[config.mk]
export PLATFORM = sky130hd
export DESIGN_NAME = flash_address_controller
export DESIGN_NICKNAME = d
export VERILOG_FILES = /design/src/rtl/flash_address_controller.sv
export SDC_FILE = /design/constraint.sdc
export NUM_CORES = 1
export LEC_CHECK = 0
export CAP_MARGIN = 20
export CORE_MARGIN = 5
export CORE_UTILIZATION = 30
export DETAILED_ROUTE_END_ITERATION = 16
export GPL_TIMING_DRIVEN = 0
export PLACE_DENSITY = 0.5
export SLEW_MARGIN = 20
export SYNTH_ARGS = -nofsm -noshare
export SYNTH_HDL_FRONTEND = slang
export SYNTH_SLANG_ARGS = --single-unit
[constraint.sdc]
create_clock -name clk -period 3.21 [get_ports clk]
set_input_delay 0.4815 -clock clk [delete_from_list [all_inputs] [get_ports clk]]
set_output_delay 0.4815 -clock clk [all_outputs]
set_load 0.02 [all_outputs]
[src/rtl/flash_address_controller.sv]
// flash_address_controller: produces the flash word address for audio playback and steps it
// on each address_change pulse from the flash reader. Keyboard commands pick the direction and
// request restarts; both take effect only on word boundaries.
//
// Optional feature macro: ADDR_LOOP_EN
//   defined   -> boundary steps wrap to the opposite end of the region, done tied 0
//   undefined -> boundary steps hold the address and raise done until restart/reversal

module flash_address_controller #(
  parameter int unsigned           ADDR_W     = 23,
  parameter logic [ADDR_W-1:0]     START_ADDR = ADDR_W'(23'h000000),
  parameter logic [ADDR_W-1:0]     END_ADDR   = ADDR_W'(23'h07FFFF)
) (
  input  logic              clk,
  input  logic              rst_n,
  input  logic              address_change,
  input  logic              kybrd_forward,
  input  logic              kybrd_backward,
  input  logic              kybrd_restart,
  output logic [ADDR_W-1:0] flsh_address,
  output logic              direction,
  output logic              restart_pending,
  output logic              wrapped,
  output logic              done
);

  localparam logic [ADDR_W-1:0] Span = END_ADDR - START_ADDR;

  logic [ADDR_W-1:0] addr_q, addr_d;
  logic              dir_q, dir_d;
  logic              pending_q, pending_d;
  logic              wrapped_q, wrapped_d;
  logic [ADDR_W-1:0] offset;
  logic              in_range;
  logic              at_boundary;

`ifndef ADDR_LOOP_EN
  logic              done_q, done_d;
  logic              blocked;
`endif

  // Range check via offset from the region start avoids constant compares when START is 0.
  always_comb begin
    offset      = addr_q - START_ADDR;
    in_range    = (offset <= Span);
    at_boundary = dir_d ? (addr_q == START_ADDR) : (addr_q == END_ADDR);
  end

`ifndef ADDR_LOOP_EN
  // Stepping is frozen at the boundary unless the same cycle reverses direction.
  always_comb begin
    blocked = done_q && (dir_d == dir_q);
  end
`endif

  // Next-state: direction, restart bookkeeping and the address step.
  always_comb begin
    dir_d     = dir_q;
    addr_d    = addr_q;
    pending_d = pending_q;
    wrapped_d = 1'b0;
`ifndef ADDR_LOOP_EN
    done_d    = done_q;
`endif

    // Simultaneous forward and backward cancel out.
    if (kybrd_forward && !kybrd_backward) begin
      dir_d = 1'b0;
    end else if (kybrd_backward && !kybrd_forward) begin
      dir_d = 1'b1;
    end

`ifndef ADDR_LOOP_EN
    // Reversing away from the boundary releases the hold.
    if (done_q && (dir_d != dir_q)) begin
      done_d = 1'b0;
    end
`endif

    if (address_change) begin
      if (pending_q || kybrd_restart) begin
        addr_d    = dir_d ? END_ADDR : START_ADDR;
        pending_d = 1'b0;
`ifndef ADDR_LOOP_EN
        done_d    = 1'b0;
`endif
      end else if (!in_range) begin
        addr_d = START_ADDR;
`ifdef ADDR_LOOP_EN
      end else if (at_boundary) begin
        addr_d    = dir_d ? END_ADDR : START_ADDR;
        wrapped_d = 1'b1;
      end else begin
        addr_d = dir_d ? (addr_q - 1'b1) : (addr_q + 1'b1);
      end
`else
      end else if (!blocked) begin
        if (at_boundary) begin
          done_d    = 1'b1;
          wrapped_d = 1'b1;
        end else begin
          addr_d = dir_d ? (addr_q - 1'b1) : (addr_q + 1'b1);
        end
      end
`endif
    end else if (kybrd_restart) begin
      pending_d = 1'b1;
    end
  end

  // State registers with asynchronous active-low reset.
  always_ff @(posedge clk or negedge rst_n) begin
    if (!rst_n) begin
      addr_q    <= START_ADDR;
      dir_q     <= 1'b0;
      pending_q <= 1'b0;
      wrapped_q <= 1'b0;
    end else begin
      addr_q    <= addr_d;
      dir_q     <= dir_d;
      pending_q <= pending_d;
      wrapped_q <= wrapped_d;
    end
  end

`ifndef ADDR_LOOP_EN
  // Boundary hold flag.
  always_ff @(posedge clk or negedge rst_n) begin
    if (!rst_n) begin
      done_q <= 1'b0;
    end else begin
      done_q <= done_d;
    end
  end
`endif

  // Outputs come straight from registers.
  always_comb begin
    flsh_address    = addr_q;
    direction       = dir_q;
    restart_pending = pending_q;
    wrapped         = wrapped_q;
`ifdef ADDR_LOOP_EN
    done            = 1'b0;
`else
    done            = done_q;
`endif
  end

endmodule

## Word level (Yosys, flattened, before mapping)

Index checks and enable logic that the tools add are counted.

- Register bits: 27
- Input port bits: 6
- Output and inout port bits: 27
- Word-level logic and storage cells: 48

- Add/subtract/negate cells: 2
- Magnitude comparators: 1
- Eq/ne operators: 6
- Mux-type cells: 23
- Reductions and logical operators: 11

Operators by type and width:

| kind | number |
|---|---|
| $mux 23 | 5 |
| $add 23x1->23 const B | 1 |
| $eq 23x19->1 const B | 1 |
| $le 23x19->1 const B | 1 |
| $logic_not 23->1 | 1 |
| $sub 23x1->23 const B | 1 |
| $mux 19 | 1 |
| $mux 1 | 17 |
| $ne 3x2->1 const B | 2 |
| $logic_and 1x1->1 | 4 |
| $reduce_and 3->1 | 1 |
| $logic_not 1->1 | 2 |
| $ne 2x1->1 const B | 1 |
| $reduce_and 2->1 | 1 |
| $reduce_bool 2->1 | 1 |
| $eq 1x1->1 | 1 |
| $logic_or 1x1->1 | 1 |
| $ne 1x1->1 | 1 |

## Logic depth before layout (Yosys ltp)

- Depth after elaboration: 12
- Gate-level depth with buffers: 13
- Depth with buffers taken out: 12

## Least setup slack after synthesis

No wires, ideal clock.

- Path type: register to register
- From: register dir_q (netlist: direction)
- To: register addr_q[21] (netlist: flsh_address[21])
- Library setup time: 0.095 ns
- Arrival: 3.101 ns
- Required time: 3.115 ns
- Setup slack: 0.013 ns
- Cell stages (with the launch flop): 14
- Path buffers: 1
- Path through: dfrtp_1 > nor2_1 > o21a_1 > clkbuf_1 > inv_1 > ha_1 > a21o_1 > a21oi_2 > o21ai_0 > a211oi_2 > nor4_1 > nor2_1 > mux2_2 > o31ai_1

- Cells in the longest elaborated chain, start to end: 7
- Elaborated cells on any way between the ends: 13

Ends and longest elaborated chain:

| element | line | text |
|---|---|---|
| from (decl) | 30 | `logic dir_q, dir_d;` |
| from (signal assigned) | 120 | `dir_q <= dir_d;` |
| $mux 1 (*) | 69 | `end else if (kybrd_backward && !kybrd_forward) begin` |
| $mux 1 (*) | 67 | `if (kybrd_forward && !kybrd_backward) begin` |
| via dir_d | 30 |  |
| $mux 23 | 102 | `addr_d = dir_d ? (addr_q - 1'b1) : (addr_q + 1'b1);` |
| $mux 23 | 98 | `if (at_boundary) begin` |
| $mux 23 | 97 | `end else if (!blocked) begin` |
| $mux 23 | 87 | `end else if (!in_range) begin` |
| $mux 23 | 81 | `if (pending_q \|\| kybrd_restart) begin` |
| to (signal assigned) | 119 | `addr_q <= addr_d;` |
| to (decl) | 29 | `logic [ADDR_W-1:0] addr_q, addr_d;` |

Mark *: on every way through the listed nets, which the timed path passes. The rest lies on a longest branch. The select of a mux whose other input is x is not followed.
A chain may end at the register's enable or synchronous reset.

## Final worst setup path

Same ends and word-level chain as after synthesis.

==> summary.md <==
| Metric | Value |
|---|---|
| Mapped Nets | `308` |
| Die area | `9520 um2` |
| Post-synth EDFFs | `0` |
| Chip Height | `97.6 um` |
| Layout area overhead | `30.6%` |
| Setup slack after layout | `188 ps` |
| CP delay by family, top | `compound AO/OA/AOI/OAI gates` |
| CP max FO | `11` |
| DRC viols | `0` |
| Clock Latency Late Sink | `290 ps` |
| Root Buffer | `clkbuf_8` |
| Period minus WS final | `3020 ps` |
| Ys flop type | `dfrtp_1` |
| Core area | `7610 um2` |
| Synthesized flop and latch total | `27` |
| Leading area contributor after synthesis | `dfrtp_1` |
| Max Freq | `331 MHz` |
| Total GRT Usage | `14.4%` |
| Slew @ Worst Pin | `810 ps` |
| Antenna Cells | `0` |
| Max Cap Viol | `0` |
| Hold_buf cts | `0` |
| Final setup violating endpoints | `0` |
| Non-Filler Instances | `427` |
| PD cells | `791 nW/um2` |
| Starting DRT DRC Count | `90` |
| Worst Hold Class | `in -> async` |
| FFs w/ async S/R, synth | `100%` |
| Top Ports | `33` |
| CP cell instances | `nor2_2, o21a_4, clkinvlp_4, buf_6, ha_1, a21o_1, a21oi_4, o21ai_2, a211oi_4, nor4_2, nor2_1, mux2_2, o31ai_1` |
| RD Place Congestion | `0.874` |
| Leak pwr | `1.23 nW` |
| Setup WS pre-CTS | `-1180 ps` |
| Max IR drop VDD | `0.296 mV` |
| Clock Sink Count | `27` |
| Post-Route Skew | `12.0 ps` |
| Avg Cell Area, Syn | `8.22 um2` |
| CTS max path bufs | `2` |
| Setup TNS | `0 ps` |
| Slew Viols, Final | `0` |
| Critical path's slowest cell | `dfrtp_1` |
| Inserted Clock Buffers | `3` |
| Top-area cell type share of the netlist area | `29.4%` |
| DRT Pass-1 Iters | `4` |
| Via Count | `2,236` |
| Layout cell share with drive strength beyond 1 | `14.2%` |
| Final Cycle Share | `94.1%` |
| Sequential fraction of the synthesis area | `29.4%` |
| Post-DP HPWL | `4.95 mm` |
| Filler cell count in the final layout | `799` |
| Antenna violations before repair | `0` |
| Placed Instances | `414` |
| CTS tree | `built` |
| Starting Density | `30.2%` |
| First-pass GRT wire length | `11.2 mm` |
| H-tree lvl count | `1` |
| Met2 routed WL | `3.48 mm` |
| Met3 WL | `301 um` |
| Row count | `32` |
| Crit path arrival time | `3230 ps` |
| Mapped Area | `2300 um2` |
| Ranking of synthesized cells by area | `dfrtp_1 (29%), ha_1 (11%), a21oi_1 (9.8%), nor2_1 (5.5%), xnor2_1 (3.8%)` |
| GR Overflow Total | `0` |
| Highest metal used | `met4` |
| Net count, final | `354` |
| Average vias per placed instance | `5.24` |
| Critical path launch point type | `register` |
| Met1 wire length | `3.22 mm` |
| Yosys cell types | `52` |
| Number of synthesis warnings | `0` |
| Worst EP required | `3420 ps` |
| IO Port Bufs | `32` |
| Final Hold Viols | `0` |
| DR WL/cell | `16.6 um` |
| Cells after Synth | `280` |
| Slew headroom | `45.8%` |
| Clk pin slew, worst setup/hold paths | `110 ps` |
| Routed wire length | `7.10 mm` |
| Vias in the first global route | `2,203` |
| Status | `finished, final reports clean` |
| Crit-path max cell delay | `440 ps` |
| Die Wd | `97.6 um` |
| Pin count of the biggest net entering global routing | `28` |
| RSZ-0062 raised after global routing | `false` |
| CP Buf/Inv Count | `2` |
| Crit Path Class | `reg -> reg` |
| Post-route ant nets | `0` |
| Worst setup EP type | `register` |
[what timing repair did]
item | in CTS | in global routing
pin swaps | 5 | 7
setup buffers | 6 | 5
endpoints found under the setup margin | 17 | 12
gates cloned | 1 | 0
resized for setup | 13 | 14
[per-stage QoR]
step                      cell area, um2  hold slack (ps)  total power [mW]  util (%)
after floorplan                     2300              186              1.56         -
after global placement              2750              508              2.00      36.1
after detailed placement            2740              510              2.01      36.1
after CTS                           2890              225              2.29      38.0
after global routing                3010              264              2.57      39.5
final                               3010              201              2.38      39.5
[synth_stat cells, drive strengths merged, types with 4 or more instances]
cell type and instances:
a21o 9, a21oi 46, a31oi 4, and3 4
buf 4, clkbuf 7, dfrtp 27, ha 21
inv 7, mux2i 4, nand2 17, nand4 7
nor2 34, nor3 6, nor4 8, o21ai 15
xnor2 10, xor2 7
[state kept, by name, summed over array words and instances, names as in the netlist]
signal,flops
done,1
direction,1
restart_pending,1
wrapped,1
flsh_address,23
[routing by layer]
| metal | up-vias | track usage (%) |
|---|---|---|
| met5 | - | 0 |
| met3 | 7 | 3.16 |
| met1 | 1050 | 18.3 |
| met2 | 45 | 25.1 |
| met4 | 0 | 2.34 |
| li1 | 1134 | - |
[final timing paths]
| path | start | to | slack, ps | cells after the start |
|---|---|---|---|---|
| max | direction | flsh_address[21] | 190 | 13 |
| min | rst_n | flsh_address[17] | 200 | 1 |
| max reg2reg | direction | flsh_address[21] | 190 | 13 |
| min reg2reg | flsh_address[22] | flsh_address[22] | 530 | 1 |
| max in group asynchronous | rst_n | flsh_address[6] | 2580 | 1 |
| min in group clk | flsh_address[22] | flsh_address[22] | 530 | 1 |
[cell usage in the layout (no fill, tap or decap), drive strengths merged, types with 3 or more instances in the layout]
master / netlist / routed
a211oi: 3 / 3
a21o: 9 / 9
a21oi: 46 / 46
a31oi: 4 / 4
and3: 4 / 4
buf: 4 / 15
clkbuf: 7 / 8
clkdlybuf4s50: 0 / 29
clkinvlp: 0 / 3
dfrtp: 27 / 27
ha: 21 / 21
inv: 7 / 6
mux2i: 4 / 4
nand2: 17 / 17
nand3: 3 / 3
nand4: 7 / 7
nor2: 34 / 34
nor3: 6 / 6
nor3b: 3 / 3
nor4: 8 / 8
o21a: 3 / 3
o21ai: 15 / 15
xnor2: 10 / 10
xor2: 7 / 7
[layout make-up]
class	count	area (um2)	area share [%]
Sequential cell	27	676	22.5
Timing Repair inverter	1	7.51	0.250
Clock buffer	3	41.3	1.37
Inverter	7	30.0	0.999
Timing Repair Buffer	43	407	13.5
Clock inverter	1	7.51	0.250
Tap cell	102	128	4.25
Multi-Input combinational cell	235	1660	55.3
Buffer	8	46.3	1.54
[report_power, final]
group	total [mW]	internal (mW)	switching, mW
Clock	0.212	0.0885	0.124
Sequential	0.571	0.428	0.142
Combinational	1.59	0.708	0.886
[cells by family (layout without fill, tap and decap cells)]
family,count (synthesis),after routing,share of synthesized area [%]
buffers and inverters,18,63,3.70
DFF,27,27,29.4
AOI/OAI and AO/OA,94,94,24.8
xor gates and xnor gates,17,17,6.47
adders and majority gates,22,22,12.3
and+or+nand+nor,97,97,21.2
muxes,5,5,2.23
No activity file was read; power rests on OpenSTA's default activity.
